File: config.mk
export PLATFORM = sky130hd
export DESIGN_NAME = sysid_reader
export DESIGN_NICKNAME = d
export VERILOG_FILES = /design/src/rtl/sysid_reader_pkg.sv /design/src/rtl/sysid_reader.sv
export SDC_FILE = /design/constraint.sdc
export NUM_CORES = 1
export LEC_CHECK = 0
export ABC_AREA = 1
export BUFFER_PORTS_ARGS = -buffer_cell sky130_fd_sc_hd__buf_2
export CELL_PAD_IN_SITES_DETAIL_PLACEMENT = 1
export CELL_PAD_IN_SITES_GLOBAL_PLACEMENT = 1
export CORE_ASPECT_RATIO = 0.7
export CORE_MARGIN = 4
export CORE_UTILIZATION = 42
export CTS_BUF_LIST = sky130_fd_sc_hd__clkbuf_8 sky130_fd_sc_hd__clkbuf_16
export CTS_CLUSTER_DIAMETER = 150
export DETAILED_ROUTE_END_ITERATION = 10
export PLACE_DENSITY = 0.86
export SYNTH_ARGS = -nofsm -noshare
export SYNTH_HDL_FRONTEND = slang
export SYNTH_SLANG_ARGS = --single-unit
File: constraint.sdc
create_clock -name clock -period 3.6 [get_ports clock]
set_input_delay 0 -clock clock [delete_from_list [all_inputs] [get_ports clock]]
set_output_delay 0 -clock clock [all_outputs]
set_load 0.01 [all_outputs]
File: src/rtl/sysid_reader_pkg.sv
// Shared definitions for the system-ID checker: Avalon word addresses,
// default expected words used by system integration, and FSM state codes.
package sysid_reader_pkg;

  localparam logic [31:0] SYSID_EXPECTED_ID        = 32'd0;
  localparam logic [31:0] SYSID_EXPECTED_TIMESTAMP = 32'd1361149627;

  localparam logic SYSID_ADDR_ID = 1'b0;
  localparam logic SYSID_ADDR_TS = 1'b1;

  typedef logic [2:0] sysid_state_t;

  localparam sysid_state_t ST_IDLE   = 3'd0;
  localparam sysid_state_t ST_RD_ID  = 3'd1;
  localparam sysid_state_t ST_LAT_ID = 3'd2;
  localparam sysid_state_t ST_RD_TS  = 3'd3;
  localparam sysid_state_t ST_LAT_TS = 3'd4;
  localparam sysid_state_t ST_DONE   = 3'd5;

  function automatic logic word_match(input logic [31:0] actual, input logic [31:0] expected);
    return (actual == expected);
  endfunction

endpackage

File: src/rtl/sysid_reader.sv
// Avalon-MM read master that fetches the system ID and build timestamp from a
// sysid slave, compares them with expected values and reports the verdict.
module sysid_reader
  import sysid_reader_pkg::*;
#(
  parameter logic [31:0] EXPECTED_ID        = SYSID_EXPECTED_ID,
  parameter logic [31:0] EXPECTED_TIMESTAMP = SYSID_EXPECTED_TIMESTAMP,
  parameter int unsigned READ_LATENCY       = 0,
  parameter int unsigned TIMEOUT_CYCLES     = 255
) (
  input  logic        clock,
  input  logic        reset_n,
  input  logic        start,
  output logic        address,
  output logic        read,
  input  logic        waitrequest,
  input  logic [31:0] readdata,
  output logic [31:0] id_value,
  output logic [31:0] timestamp_value,
  output logic        busy,
  output logic        done,
  output logic        id_ok,
  output logic        ts_ok,
  output logic        timeout
);

  localparam logic [2:0]  LAT_LAST   = (READ_LATENCY > 0) ? 3'(READ_LATENCY - 1) : 3'd0;
  localparam logic [15:0] STALL_LAST = 16'(TIMEOUT_CYCLES - 1);

  sysid_state_t state_r;
  logic         auto_start_r;
  logic [2:0]   lat_cnt_r;
  logic [15:0]  stall_cnt_r;

  logic accept_s;
  logic stall_limit_s;
  logic lat_last_s;
  logic launch_s;

  // Decode handshake, stall-limit, latency and launch conditions for this cycle.
  always_comb begin
    accept_s      = read & ~waitrequest;
    stall_limit_s = read & waitrequest & (stall_cnt_r == STALL_LAST);
    lat_last_s    = (lat_cnt_r == LAT_LAST);
    launch_s      = auto_start_r | start;
  end

  // Sequencer: issues both reads, captures data, tracks stalls and registers the verdict.
  always_ff @(posedge clock or negedge reset_n) begin
    if (!reset_n) begin
      state_r         <= ST_IDLE;
      auto_start_r    <= 1'b1;
      lat_cnt_r       <= 3'd0;
      stall_cnt_r     <= 16'd0;
      address         <= SYSID_ADDR_ID;
      read            <= 1'b0;
      id_value        <= 32'd0;
      timestamp_value <= 32'd0;
      busy            <= 1'b0;
      done            <= 1'b0;
      id_ok           <= 1'b0;
      ts_ok           <= 1'b0;
      timeout         <= 1'b0;
    end else begin
      case (state_r)
        ST_IDLE, ST_DONE: begin
          // Captured words are cleared so a timed-out read always reports zero.
          if (launch_s) begin
            state_r         <= ST_RD_ID;
            auto_start_r    <= 1'b0;
            lat_cnt_r       <= 3'd0;
            stall_cnt_r     <= 16'd0;
            address         <= SYSID_ADDR_ID;
            read            <= 1'b1;
            id_value        <= 32'd0;
            timestamp_value <= 32'd0;
            busy            <= 1'b1;
            done            <= 1'b0;
            id_ok           <= 1'b0;
            ts_ok           <= 1'b0;
            timeout         <= 1'b0;
          end
        end
        ST_RD_ID: begin
          if (accept_s) begin
            stall_cnt_r <= 16'd0;
            if (READ_LATENCY == 0) begin
              id_value <= readdata;
              address  <= SYSID_ADDR_TS;
              state_r  <= ST_RD_TS;
            end else begin
              read      <= 1'b0;
              lat_cnt_r <= 3'd0;
              state_r   <= ST_LAT_ID;
            end
          end else if (stall_limit_s) begin
            stall_cnt_r <= 16'd0;
            read        <= 1'b0;
            busy        <= 1'b0;
            done        <= 1'b1;
            timeout     <= 1'b1;
            id_ok       <= 1'b0;
            ts_ok       <= 1'b0;
            state_r     <= ST_DONE;
          end else begin
            stall_cnt_r <= stall_cnt_r + 16'd1;
          end
        end
        ST_LAT_ID: begin
          if (lat_last_s) begin
            id_value <= readdata;
            address  <= SYSID_ADDR_TS;
            read     <= 1'b1;
            state_r  <= ST_RD_TS;
          end else begin
            lat_cnt_r <= lat_cnt_r + 3'd1;
          end
        end
        ST_RD_TS: begin
          if (accept_s) begin
            stall_cnt_r <= 16'd0;
            if (READ_LATENCY == 0) begin
              timestamp_value <= readdata;
              read            <= 1'b0;
              busy            <= 1'b0;
              done            <= 1'b1;
              id_ok           <= word_match(id_value, EXPECTED_ID);
              ts_ok           <= word_match(readdata, EXPECTED_TIMESTAMP);
              state_r         <= ST_DONE;
            end else begin
              read      <= 1'b0;
              lat_cnt_r <= 3'd0;
              state_r   <= ST_LAT_TS;
            end
          end else if (stall_limit_s) begin
            stall_cnt_r <= 16'd0;
            read        <= 1'b0;
            busy        <= 1'b0;
            done        <= 1'b1;
            timeout     <= 1'b1;
            id_ok       <= 1'b0;
            ts_ok       <= 1'b0;
            state_r     <= ST_DONE;
          end else begin
            stall_cnt_r <= stall_cnt_r + 16'd1;
          end
        end
        ST_LAT_TS: begin
          if (lat_last_s) begin
            timestamp_value <= readdata;
            busy            <= 1'b0;
            done            <= 1'b1;
            id_ok           <= word_match(id_value, EXPECTED_ID);
            ts_ok           <= word_match(readdata, EXPECTED_TIMESTAMP);
            state_r         <= ST_DONE;
          end else begin
            lat_cnt_r <= lat_cnt_r + 3'd1;
          end
        end
        default: begin
          state_r <= ST_IDLE;
          read    <= 1'b0;
          busy    <= 1'b0;
        end
      endcase
    end
  end

endmodule

== Yosys cells after proc, flatten, opt, wreduce, memory -nomap -nowiden ==
Index checks and enable logic that the tools add are counted.

* Register bits after elaboration: 94
* Input bits: 36
* Output and inout port bits: 71
* Word-level logic and storage cells: 109

* Add/subtract/negate cells: 2
* Eq/ne operators: 16
* Muxes and demuxes: 50
* Bitwise operators: 7
* Reductions and logical operators: 21

{| class="wikitable"
|+ Operator list
! operator !! number
|-
| case mux 32 bit (3 select lines) || 2
|-
| 2-to-1 mux 32 bit || 3
|-
| 2-to-1 mux 16 bit || 3
|-
| == test 32 x 31 -> 1 bit, second input constant || 1
|-
| zero test 32 bit || 1
|-
| case mux 16 bit (2 select lines) || 1
|-
| 2-to-1 mux 1 bit || 24
|-
| 2-to-1 mux 3 bit || 8
|-
| AND reduction 4 bit || 6
|-
| adder 16 x 1 -> 16 bit, second input constant || 1
|-
| == test 16 x 8 -> 1 bit, second input constant || 1
|-
| != test 2 bit, second input constant || 8
|-
| case mux 3 bit (5 select lines) || 1
|-
| case mux 1 bit (4 select lines) || 3
|-
| case mux 1 bit (5 select lines) || 2
|-
| == test 3 x 2 -> 1 bit, second input constant || 2
|-
| == test 3 bit, second input constant || 2
|-
| zero test 3 bit || 2
|-
| case mux 3 bit (2 select lines) || 1
|-
| AND reduction 3 bit || 2
|-
| nonzero test 3 bit || 2
|-
| OR reduction 2 bit || 3
|-
| AND reduction 2 bit || 2
|-
| nonzero test 2 bit || 2
|-
| 9 further kinds || 13
|}

== Depth between registers and ports, before layout ==
* Depth in word-level cells: 5
* Gate-level depth with buffers: 12
* Depth with buffers taken out: 11

== Worst setup path before layout ==
Ideal clock, no wire load.

* Kind: reg2reg
* From: reg state_r[2]
* To: reg timestamp_value[0]
* Library setup time: 0.117 ns
* Data arrival time: 1.362 ns
* Data required time: 3.483 ns
* Slack: 2.121 ns
* Cell stages (with the launch flop): 11
* Buffers on the path: 2
* Period minus slack after synthesis: 1.479 ns
* Path through: dfrtp_1 inv_2 nand2_2 buf_4 nand4_1 nand2_2 nor2_1 nand2_2 buf_2 nand2_1 nand2_1

* Word-level cells in the longest chain between the ends: 4
* Elaborated cells on any way between the ends: 11
* Those cells by class: 6 x eq/ne; 1 x mux; 4 x reduce/logical

{| class="wikitable"
|+ Ends and longest elaborated chain
! element !! RTL line !! text
|-
| start, declared || sysid_reader.sv:30 || <nowiki>sysid_state_t state_r;</nowiki>
|-
| start signal, assigned || sysid_reader.sv:51 || <nowiki>state_r <= ST_IDLE;</nowiki>
|-
| start signal, assigned || sysid_reader.sv:69 || <nowiki>state_r <= ST_RD_ID;</nowiki>
|-
| start signal, assigned || sysid_reader.sv:90 || <nowiki>state_r <= ST_RD_TS;</nowiki>
|-
| == test 3 bit or zero test 3 bit (tied branches) || sysid_reader.sv:65 || <nowiki>case (state_r)</nowiki>
|-
| OR reduction 2 bit || sysid_reader.sv:65 ||
|-
| != test 2 bit (no line) or nonzero test 3 bit (tied branches) || - ||
|-
| AND reduction 4 bit (no line) || - ||
|-
| end signal, assigned || sysid_reader.sv:123 || <nowiki>timestamp_value <= readdata;</nowiki>
|-
| end signal, assigned || sysid_reader.sv:150 || <nowiki>timestamp_value <= readdata;</nowiki>
|-
| end, declared || sysid_reader.sv:19 || <nowiki>output logic [31:0] timestamp_value,</nowiki>
|}

Parallel ways exist; a longest one is shown, timed or not.
A chain may end at the register's enable or synchronous reset.

== Worst setup path in the final report ==
* From: reg state_r[2]
* To: reg id_value[24]

* Word-level cells in the longest chain between the ends: 4
* Elaborated cells on any way between the ends: 11
* Those cells by class: 6 x eq/ne; 1 x mux; 4 x reduce/logical

{| class="wikitable"
|+ Ends and longest elaborated chain
! element !! RTL line !! text
|-
| == test 3 bit or zero test 3 bit (tied branches) || sysid_reader.sv:65 ||
|-
| OR reduction 2 bit || sysid_reader.sv:65 ||
|-
| != test 2 bit (no line) or nonzero test 3 bit (tied branches) || - ||
|-
| AND reduction 4 bit (no line) || - ||
|-
| end signal, assigned || sysid_reader.sv:88 || <nowiki>id_value <= readdata;</nowiki>
|-
| end signal, assigned || sysid_reader.sv:111 || <nowiki>id_value <= readdata;</nowiki>
|-
| end, declared || sysid_reader.sv:18 || <nowiki>output logic [31:0] id_value,</nowiki>
|}

Parallel ways exist; a longest one is shown, timed or not.

==> out/results.ini <==
[run_status]
status = finished clean

[synth]
synth_edf_count = 0
ys_ff_latch = 94
syn_nets = 693
synth_area_sq_um = 4740
yosysUniqueCellTypes = 22
synth.area.top_cells = dfrtp_1, nand2_1, nor2_1, inv_1, nand3_1
synth-async-reset-ratio_pct = 100
ys_warn_count = 0
synth.most_common_cell = nand2_1
synth_top_area_share_pct = 49.1
synth_top_flop_cell = dfrtp_1
synth_common_cells = nand2_1, dfrtp_1, nor2_1
ys_seq_area_share_pct = 49.7
synthCells = 653
yosys.area.top_type = dfrtp_1
avgSynthCellArea_sq_um = 7.25

[worst_setup_path]
slowest_delay_ns = 0.99
crit_slowest_cell = o21bai_4
cp.depth = 8
end_kind = register
r2r_end = id_value[24]
cp.required_ns = 3.84
start_kind = register
cp_cell_sequence = inv_2 -> nand2_2 -> nor2_1 -> inv_2 -> nand2_1 -> o21bai_4 -> nand2_1 -> o21ai_1
reg2reg_depth = 8
critPathKind = reg2reg
cp-startpoint = state_r[2]
r2r_start = state_r[2]
critical_path.endpoint = id_value[24]
cp_top_family = compound AO/OA/AOI/OAI gates
rrSetupSlack_ns = 0.88
cp_num_buf_inv = 2
crit_arrival_ns = 2.96
cp_max_fo = 46

[detailed_routing]
wl_per_cell_microns = 17.7
drt_iter0_markers = 297
viasPerCell = 5.13
wl_microns = 16700
dr.pass1.iters = 4
via_count = 4841
drc = 0
ant_nets = 0

[sta]
hold_slack_ns = 0.208
skew_ns = 0.00705
setup_tns_ns = 0
max_freq_ghz = 0.368
setup_viol_count_final = 0
period_share_pct = 75.5
rsz0062_at_grt = false
hold_viol = 0
maxSlewViolCount = 0
layout_min_cycle_time_ns = 2.72
relSlewSlack_pct = 31.9
max_slew.worst_pin.slew_ns = 1.02

[placed_design]
port_buffers = 106
hpwl_microns = 11400
gp_congestion = 0.877
dp_cells = 896

[layout]
stdcell_count = 944
layout.nets = 827
syn_to_final_growth_pct = 27.0
layout-drive-gt1-share_pct = 17.2
antenna_cells = 0

[die]
std_cell_rows = 32
initial_core_util_pct = 43.0
core_area_sq_um = 11000
fp.dieW_microns = 135
fp.dieH_microns = 96.9
ios = 107
die_area_sq_um = 13100

[global_routing]
grt_max_degree = 73
grt.total_usage_pct = 26.4
grt_pass1_wl_microns = 27400
antenna_found_initial = 0
gr-total-overflow = 0
grt_pass1_vias = 5185

[power]
p_leak_nw = 3.50
power_mw = 2.14
power_density_nw_per_um2 = 356
vdd_drop_max_v = 0.000222

[clocking]
post_cts_buffers = 0
cts_buffer_depth = 2
htree_levels = 3
cts_sinks = 94
cts-buffers-inserted = 9
path_clk_slew_ns = 0.07
cts-root-buf = clkbuf_16
cts_hold_buf = 33
cts_tree = built
clock_latency_ns = 0.34
ctsResizeCount = 0

[run]
drv_cap = 0

[worst_hold_path]
hold_path.class = in2reg

## power by group
part / leakage, nW / switching (mW) / total (mW) / internal (mW)
Clock: 0.139 / 0.434 / 0.975 / 0.541
Sequential: 1.28 / 0.00329 / 1.06 / 1.06
Combinational: 2.08 / 0.0603 / 0.106 / 0.0458
## sequential cells by signal, indices dropped and copies added, names as in the netlist
signal / flops
id_value: 32
timestamp_value: 32
stall_cnt_r: 16
lat_cnt_r: 3
state_r: 3
address: 1
auto_start_r: 1
busy: 1
done: 1
id_ok: 1
read: 1
timeout: 1
ts_ok: 1
## cell type report
| class | instances | area, sq um |
|---|---|---|
| timing repair buffer | 144 | 901 |
| sequential | 94 | 2350 |
| fill | 1422 | 4990 |
| clock buffer | 9 | 225 |
| tap | 153 | 191 |
| multi-input combinational | 475 | 2040 |
| inverter | 63 | 236 |
| clock inverter | 6 | 71.3 |
## worst min-delay path: cells and delay by family
kind	cells	cell delay, ns
buf+inv	1	0.08
simple gates	2	0.35
compound gates	1	0.07
## placed cells by master (no fill, tap or decap), types with 15 or more instances in the layout
cell type,instances
dfrtp_1,93
nor2_1,66
nand2_1,288
nand3_1,44
o21ai_1,15
o21ai_0,15
nand4_1,20
inv_1,60
buf_2,105
dlygate4sd3_1,33
## layer usage
| metal | up-vias | global-route usage (%) | part of all wire [%] |
|---|---|---|---|
| met5 | - | 0 | 0 |
| met1 | 2385 | 35.8 | 45 |
| met2 | 142 | 42.4 | 48 |
| met4 | 0 | 8.52 | 2.4 |
| li1 | 2287 | - | - |
| met3 | 27 | 5.67 | 5.3 |
## per-stage QoR
stage | utilization [%] | instance area [sq um] | setup slack, ns
finish | 54.6 | 6020 | 0.881
global placement | 49.0 | 5390 | 1.20
global route | 54.6 | 6020 | 0.601
CTS | 54.6 | 6020 | 0.970
detailed placement | 49.0 | 5390 | 1.00
floorplan | - | 4740 | 2.12
## worst min path at each step
| stage | startpoint | endpoint | slack, ns | cells after the start |
|---|---|---|---|---|
| final | start | done | 0.21 | 4 |
| after detailed placement | reset_n | stall_cnt_r[13] | 0.20 | 1 |
| after floorplan | reset_n | address | -0.30 | 0 |
| after CTS | start | done | 0.20 | 4 |
| after global placement | reset_n | stall_cnt_r[11] | 0.19 | 1 |
| after global routing | start | done | 0.25 | 4 |
## cells by family after synthesis
kind of cell	after synthesis	synth area share [%]
adders and majority gates	4	1.06
DFF	94	49.7
xor gates and xnor gates	5	0.924
AOI/OAI and AO/OA	38	4.46
buffers and inverters	84	7.29
and+or+nand+nor	428	36.6
No activity file was read; power rests on OpenSTA's default activity.
